--- src/rtl/icap_cmd_pkg.sv ---
// ---------------------------------------------------------------------------
// icap_cmd_pkg
//   Shared definitions for the ICAP multiboot reboot sequencer:
//     - Virtex-5 configuration command words used by the IPROG sequence
//     - number of words in the sequence
//     - sequencer state encoding (also exported on the debug port)
//     - per-byte bit reversal helper for the ICAP data ordering
// ---------------------------------------------------------------------------
package icap_cmd_pkg;

    // Configuration packet words
    localparam logic [31:0] ICAP_DUMMY     = 32'hFFFF_FFFF;
    localparam logic [31:0] ICAP_SYNC      = 32'hAA99_5566;
    localparam logic [31:0] ICAP_NOOP      = 32'h2000_0000;
    localparam logic [31:0] ICAP_WR_WBSTAR = 32'h3002_0001;  // type-1 write, 1 word, WBSTAR
    localparam logic [31:0] ICAP_WR_CMD    = 32'h3000_8001;  // type-1 write, 1 word, CMD
    localparam logic [31:0] ICAP_IPROG     = 32'h0000_000F;

    // Words in the IPROG sequence; the index counter is sized to match
    localparam int          ICAP_WORD_COUNT = 8;
    localparam logic [2:0]  ICAP_LAST_IDX   = 3'(ICAP_WORD_COUNT - 1);

    typedef enum logic [2:0] {
        ST_IDLE = 3'd0,
        ST_REQ  = 3'd1,
        ST_GAP  = 3'd2,
        ST_DONE = 3'd3,
        ST_ERR  = 3'd4
    } icap_state_e;

    // Reverse the bit order inside each byte, leaving byte order untouched.
    function automatic logic [31:0] bitswap_bytes(input logic [31:0] w);
        logic [31:0] r;
        r = '0;
        for (int b = 0; b < 4; b++) begin
            for (int j = 0; j < 8; j++) begin
                r[8*b + j] = w[8*b + 7 - j];
            end
        end
        return r;
    endfunction

endpackage

--- src/rtl/icap_iprog_rom.sv ---
// ---------------------------------------------------------------------------
// icap_iprog_rom
//   Combinational word table for the eight-word IPROG sequence. Word 4 is the
//   captured WBSTAR (flash boot address); every other word is a constant.
//   When BITSWAP=1 the selected word is bit-reversed within each byte to match
//   the Virtex-5 ICAP data ordering.
//
// Ports
//   idx        in  3   word index 0..7
//   boot_addr  in  32  captured WBSTAR value
//   word       out 32  word to drive on the ICAP data bus
// ---------------------------------------------------------------------------
module icap_iprog_rom
    import icap_cmd_pkg::*;
#(
    parameter bit BITSWAP = 1'b1
) (
    input  logic [2:0]  idx,
    input  logic [31:0] boot_addr,
    output logic [31:0] word
);

    logic [31:0] raw_word;

    always_comb begin
        raw_word = ICAP_DUMMY;
        case (idx)
            3'd0:    raw_word = ICAP_DUMMY;
            3'd1:    raw_word = ICAP_SYNC;
            3'd2:    raw_word = ICAP_NOOP;
            3'd3:    raw_word = ICAP_WR_WBSTAR;
            3'd4:    raw_word = boot_addr;
            3'd5:    raw_word = ICAP_WR_CMD;
            3'd6:    raw_word = ICAP_IPROG;
            default: raw_word = ICAP_NOOP;
        endcase
    end

    always_comb begin
        word = raw_word;
        if (BITSWAP) begin
            word = bitswap_bytes(raw_word);
        end
    end

endmodule

--- src/rtl/icap_reboot_seq.sv ---
// ---------------------------------------------------------------------------
// icap_reboot_seq
//   Wishbone master that writes the fixed eight-word IPROG sequence into the
//   Virtex-5 ICAP Wishbone slave, triggering a multiboot reconfiguration from
//   a caller-supplied flash address. Sole master on the ICAP port.
//
// Parameters
//   BITSWAP  1 = reverse bits within each byte of every data word
//   TIMEOUT  max strobe cycles per word without ack (legal range 4..255)
//
// Ports
//   clk          in  1   clock
//   reset        in  1   synchronous, active-high
//   go           in  1   start pulse, sampled only while idle
//   boot_addr    in  32  WBSTAR value, captured on the accepted go
//   busy         out 1   sequencer not idle
//   done         out 1   one-cycle pulse on successful completion
//   error        out 1   sticky ack-timeout flag, cleared by the next go
//   icap_cyc_o   out 1   Wishbone cycle
//   icap_stb_o   out 1   Wishbone strobe
//   icap_we_o    out 1   Wishbone write enable
//   icap_dat_o   out 32  Wishbone write data (held while strobes are low)
//   icap_ack_i   in  1   Wishbone acknowledge
//   dbg_state    out 3   current sequencer state
//
// Handshake: a word is transferred on the rising edge where icap_stb_o and
// icap_ack_i are both high. The master holds cyc/stb/we/dat stable from the
// first strobe cycle until that edge, then drops all strobes for at least one
// cycle (GAP) so a slave returning to idle never sees a second request. An
// ack seen outside REQ carries no meaning and is ignored.
// ---------------------------------------------------------------------------
module icap_reboot_seq
    import icap_cmd_pkg::*;
#(
    parameter bit BITSWAP = 1'b1,
    parameter int TIMEOUT = 16
) (
    input  logic        clk,
    input  logic        reset,
    input  logic        go,
    input  logic [31:0] boot_addr,
    output logic        busy,
    output logic        done,
    output logic        error,
    output logic        icap_cyc_o,
    output logic        icap_stb_o,
    output logic        icap_we_o,
    output logic [31:0] icap_dat_o,
    input  logic        icap_ack_i,
    output icap_state_e dbg_state
);

    // Counter value on the last permitted strobe cycle of one word.
    localparam logic [7:0] TMO_LAST = 8'(TIMEOUT - 1);

    icap_state_e state;
    logic [2:0]  idx;
    logic [31:0] addr_q;
    logic [7:0]  tmo_cnt;

    logic [2:0]  rom_idx;
    logic [31:0] rom_word;

    // The data register is loaded on entry to REQ, so the table is looked up
    // for the word about to be sent: word 0 from IDLE, idx+1 from GAP.
    always_comb begin
        rom_idx = 3'd0;
        if (state == ST_GAP) begin
            rom_idx = idx + 3'd1;
        end
    end

    icap_iprog_rom #(
        .BITSWAP (BITSWAP)
    ) u_rom (
        .idx       (rom_idx),
        .boot_addr (addr_q),
        .word      (rom_word)
    );

    assign dbg_state = state;

    always_ff @(posedge clk) begin
        if (reset) begin
            state      <= ST_IDLE;
            idx        <= 3'd0;
            addr_q     <= 32'd0;
            tmo_cnt    <= 8'd0;
            busy       <= 1'b0;
            done       <= 1'b0;
            error      <= 1'b0;
            icap_cyc_o <= 1'b0;
            icap_stb_o <= 1'b0;
            icap_we_o  <= 1'b0;
            icap_dat_o <= 32'd0;
        end else begin
            done <= 1'b0;
            case (state)
                ST_IDLE: begin
                    if (go) begin
                        addr_q     <= boot_addr;
                        error      <= 1'b0;
                        idx        <= 3'd0;
                        tmo_cnt    <= 8'd0;
                        icap_dat_o <= rom_word;
                        icap_cyc_o <= 1'b1;
                        icap_stb_o <= 1'b1;
                        icap_we_o  <= 1'b1;
                        busy       <= 1'b1;
                        state      <= ST_REQ;
                    end
                end

                ST_REQ: begin
                    if (icap_ack_i) begin
                        icap_cyc_o <= 1'b0;
                        icap_stb_o <= 1'b0;
                        icap_we_o  <= 1'b0;
                        state      <= ST_GAP;
                    end else if (tmo_cnt == TMO_LAST) begin
                        icap_cyc_o <= 1'b0;
                        icap_stb_o <= 1'b0;
                        icap_we_o  <= 1'b0;
                        state      <= ST_ERR;
                    end else begin
                        tmo_cnt <= tmo_cnt + 8'd1;
                    end
                end

                ST_GAP: begin
                    if (idx == ICAP_LAST_IDX) begin
                        done  <= 1'b1;
                        state <= ST_DONE;
                    end else begin
                        idx        <= idx + 3'd1;
                        tmo_cnt    <= 8'd0;
                        icap_dat_o <= rom_word;
                        icap_cyc_o <= 1'b1;
                        icap_stb_o <= 1'b1;
                        icap_we_o  <= 1'b1;
                        state      <= ST_REQ;
                    end
                end

                ST_DONE: begin
                    busy  <= 1'b0;
                    state <= ST_IDLE;
                end

                ST_ERR: begin
                    // Abort: the remaining words are never sent.
                    error <= 1'b1;
                    busy  <= 1'b0;
                    state <= ST_IDLE;
                end

                default: begin
                    icap_cyc_o <= 1'b0;
                    icap_stb_o <= 1'b0;
                    icap_we_o  <= 1'b0;
                    busy       <= 1'b0;
                    state      <= ST_IDLE;
                end
            endcase
        end
    end

endmodule

--- config.mk ---
export PLATFORM = sky130hd
export DESIGN_NAME = icap_reboot_seq
export DESIGN_NICKNAME = d
export VERILOG_FILES = /design/src/rtl/icap_cmd_pkg.sv /design/src/rtl/icap_iprog_rom.sv /design/src/rtl/icap_reboot_seq.sv
export SDC_FILE = /design/constraint.sdc
export NUM_CORES = 1
export LEC_CHECK = 0
export CORE_MARGIN = 2
export CORE_UTILIZATION = 48
export DETAILED_ROUTE_END_ITERATION = 12
export GPL_TIMING_DRIVEN = 1
export PLACE_DENSITY = 0.77
export REMOVE_ABC_BUFFERS = 1
export SLEW_MARGIN = 20
export SYNTH_ARGS = -nofsm -noshare
export SYNTH_HDL_FRONTEND = slang
export SYNTH_SLANG_ARGS = --single-unit
--- constraint.sdc ---
create_clock -name clk -period 3.4 [get_ports clk]
set_input_delay 0.68 -clock clk [delete_from_list [all_inputs] [get_ports clk]]
set_output_delay 0.68 -clock clk [all_outputs]
set_load 0.1 [all_outputs]
==> impl_metrics.env <==
export IMPL_status="complete, no violations"
export IMPL_slew_viol_final=0
export IMPL_cts_sinks=82
export IMPL_holdCritStartpoint="addr_q[26]$_SDFFE_PP0P_"
export IMPL_switching_share_pct=33.1
export IMPL_drc=0
export IMPL_synth_cells=432
export IMPL_max_slew_worst_pin_slew_ps=978
export IMPL_synth_top_area_cell="dfxtp_1"
export IMPL_crit_path_top_delay_cell="clkdlybuf4s50_1"
export IMPL_maxSlewHeadroom_pct=34.6
export IMPL_synth_seq_cells=82
export IMPL_fin_crit_ps=2560
export IMPL_p_int_mw=1.69
export IMPL_hold_path_end="addr_q[26]$_SDFFE_PP0P_"
export IMPL_final_antenna_net_count=0
export IMPL_finalNetCount=525
export IMPL_grt_overflow_total=0
export IMPL_numPortBuffers=76
export IMPL_drt_pass1_iterations=4
export IMPL_fmax_ghz=0.391
export IMPL_async_flop_share_pct=0
export IMPL_antenna_found_initial=0
export IMPL_grt_pass1_vias=2827
export IMPL_p_leak_nw=1.60
export IMPL_finalSetupViolations=0
export IMPL_rsz0062_at_grt="false"
export IMPL_drive_above_1_share_pct=10.2
export IMPL_syn_area_per_cell_sq_um=7.97
export IMPL_p_seq_share_pct=42.2
export IMPL_viasPerCell=5.34
export IMPL_vdd_ir_drop_max_v=0.000301
export IMPL_ctsLongestPathBuffers=2
export IMPL_yosys_most_used_dff="dfxtp_1"
export IMPL_dp_hpwl_um=5130
export IMPL_cp_num_buf_inv=1
export IMPL_crit_type="register to primary output"
export IMPL_r2r_slack_ps=1040
export IMPL_switchingPower_mw=0.838
export IMPL_multi_input_area_sq_um=1630
export IMPL_core_sq_um=6870
export IMPL_critPathMaxStageDelay_ps=1160
export IMPL_cp_top_family="buffers and inverters"
export IMPL_post_cts_buffers=0
export IMPL_grt_max_degree=35
export IMPL_htreeDepth=3
export IMPL_die_y_um=88.7
export IMPL_clkPwrFrac_pct=33.5
export IMPL_crit_chain="clkdlybuf4s50_1"
export IMPL_arrival_ps=1880
export IMPL_r2r_end="idx[0]$_SDFFE_PP0P_"
export IMPL_numCtsBuffers=9
export IMPL_cts_root_buf="clkbuf_8"
export IMPL_combPwrFrac_pct=24.3
export IMPL_n_fill_cell=597
export IMPL_hold_violations=0
export IMPL_hp_class="register to register"
export IMPL_cp_required_ps=2720
export IMPL_power_per_cell_area_nw_per_um2=574
export IMPL_seq_area_frac_synth_pct=47.7
export IMPL_clock_latency_ps=350
export IMPL_gp_congestion=0.774
export IMPL_fin_setup_tns_ps=0
export IMPL_finalInstanceArea_sq_um=4410
export IMPL_row_count=30
export IMPL_postCtsHoldBufs=0
export IMPL_r2r_start="dbg_state[1]$_SDFFE_PP0P_"
export IMPL_cts_clk_slew_worst_paths_ps=80
export IMPL_crit_path_end_kind="primary output"
export IMPL_drt_iter0_drc=128
export IMPL_synthesis_area_sq_um=3440
export IMPL_ios=77
export IMPL_ys_top_cells_by_area="dfxtp_1 48%, a21oi_1 9.7%, nand2_1 9.5%, nor2_1 5.2%, a211oi_1 3.3%"
export IMPL_ff_latch_area_sq_um=1640
export IMPL_area_growth_pct=28.2
export IMPL_timing_hold_ws_ps=451
export IMPL_worst_setup_path_start_kind="register"
export IMPL_cp_max_fo=2
export IMPL_grt_pass1_wl_um=13200
export IMPL_synth_edf_count=0
export IMPL_routed_via_count=3132
export IMPL_max_cap_violations=0
export IMPL_num_antenna_cells=0
export IMPL_post_route_period_util_pct=75.3
export IMPL_ys_warn_count=0
export IMPL_dpl_cell_area_sq_um=4170
export IMPL_start_util_pct=50.1
export IMPL_cts_tree="built"
export IMPL_grtUsageTotal_pct=21.5
export IMPL_post_cts_resize_count=0
export IMPL_drt_wl_total_um=8180
export IMPL_wl_per_cell_um=14.0
export IMPL_die_area_sq_um=7860
export IMPL_ff2ff_path_depth=4
export IMPL_synth_cell_types=41
export IMPL_min_delay_path_depth=2
export IMPL_die_w_um=88.7
export IMPL_fin_worst_skew_ps=7.86
export IMPL_synth_top_area_share_pct=47.7
state kept, by name, summed over array words and instances (netlist names):
signal and flops:
addr_q 32, busy 1, dbg_state 3, done 1
error 1, icap_dat_o 32, icap_we_o 1, idx 3
tmo_cnt 8
placed cells by master, fill, tap and decap left out, types with 3 or more instances in the layout:
cell,instances
nand2_1,87
a211oi_1,15
clkbuf_8,10
o22ai_1,13
a21oi_1,67
bufinv_16,3
xnor2_1,4
dfxtp_1,82
o21ai_0,7
nand2b_1,17
nor2_1,48
nor2b_1,3
nand3_1,4
nor3_1,12
clkdlybuf4s50_1,62
buf_4,20
ha_1,3
layer usage:
| layer | vias to the layer above | wire [um] | global-route usage, % |
|---|---|---|---|
| met2 | 108 | 3990 | 33.4 |
| li1 | 1567 | - | - |
| met3 | 9 | 542 | 6.16 |
| met5 | - | 0 | 0 |
| met4 | 0 | 93 | 6.75 |
| met1 | 1448 | 3550 | 28.9 |
how the worst max path moves through the flow:
stage,from,end,slack (ps),depth (start not counted)
2_1_floorplan,dbg_state[1]$_SDFFE_PP0P_,tmo_cnt[2]$_SDFFE_PP0P_,-170,4
3_3_place_gp,dbg_state[1]$_SDFFE_PP0P_,idx[0]$_SDFFE_PP0P_,940,4
3_5_place_dp,go,icap_dat_o[25]$_SDFFE_PP0P_,830,6
4_1_cts,icap_dat_o[20]$_SDFFE_PP0P_,icap_dat_o[20],830,1
5_1_grt,icap_dat_o[20]$_SDFFE_PP0P_,icap_dat_o[20],800,1
6_report,icap_dat_o[20]$_SDFFE_PP0P_,icap_dat_o[20],840,1
through the flow:
step | utilization, % | power (mW) | worst slack, ps | cells
2_1_floorplan | - | 1.52 | -169 | 392
3_3_place_gp | 60.8 | 1.70 | 935 | 571
3_5_place_dp | 60.8 | 1.70 | 830 | 571
4_1_cts | 64.3 | 2.55 | 830 | 586
5_1_grt | 64.3 | 2.63 | 798 | 586
6_report | 64.3 | 2.53 | 839 | 586
cell usage after synthesis, types with 2 or more instances:
cell type / count
nand3b_1: 2
xnor2_1: 4
nor2_1: 48
buf_6: 2
a21oi_1: 67
o211ai_1: 2
buf_4: 2
nand3_1: 4
mux2_2: 2
o22ai_1: 13
nand2b_1: 17
nor4b_1: 2
o21ai_0: 7
ha_1: 3
dfxtp_1: 82
nand4_1: 2
nand2_1: 87
clkbuf_1: 29
a311oi_1: 2
buf_2: 6
a211oi_1: 15
nor2b_1: 3
nor3_1: 13
cell families after synthesis:
logic type	count (synthesis)	share of synthesized area (%)
xor gates and xnor gates	4	1.02
buffers and inverters	41	5.34
and+or+nand+nor	188	24.9
AOI/OAI and AO/OA	112	19.3
muxes	2	0.654
adders and majority gates	3	1.09
DFF	82	47.7
power groups by stage:
stage / clock network, mW / logic (mW) / registers, mW
2_1_floorplan: 0 / 0.131 / 1.39
3_3_place_gp: 0 / 0.610 / 1.09
3_5_place_dp: 0 / 0.617 / 1.09
4_1_cts: 0.862 / 0.619 / 1.07
5_1_grt: 0.905 / 0.648 / 1.08
6_report: 0.849 / 0.616 / 1.07
final cells by class:
class                      count  area share [%]
multi-input combinational    309            37.0
inverter                       1          0.0850
sequential                    82            37.2
clock inverter                 5            2.32
timing repair buffer          83            17.6
clock buffer                  10            3.12
tap                           96            2.72
Power figures use the tool's default switching activity.
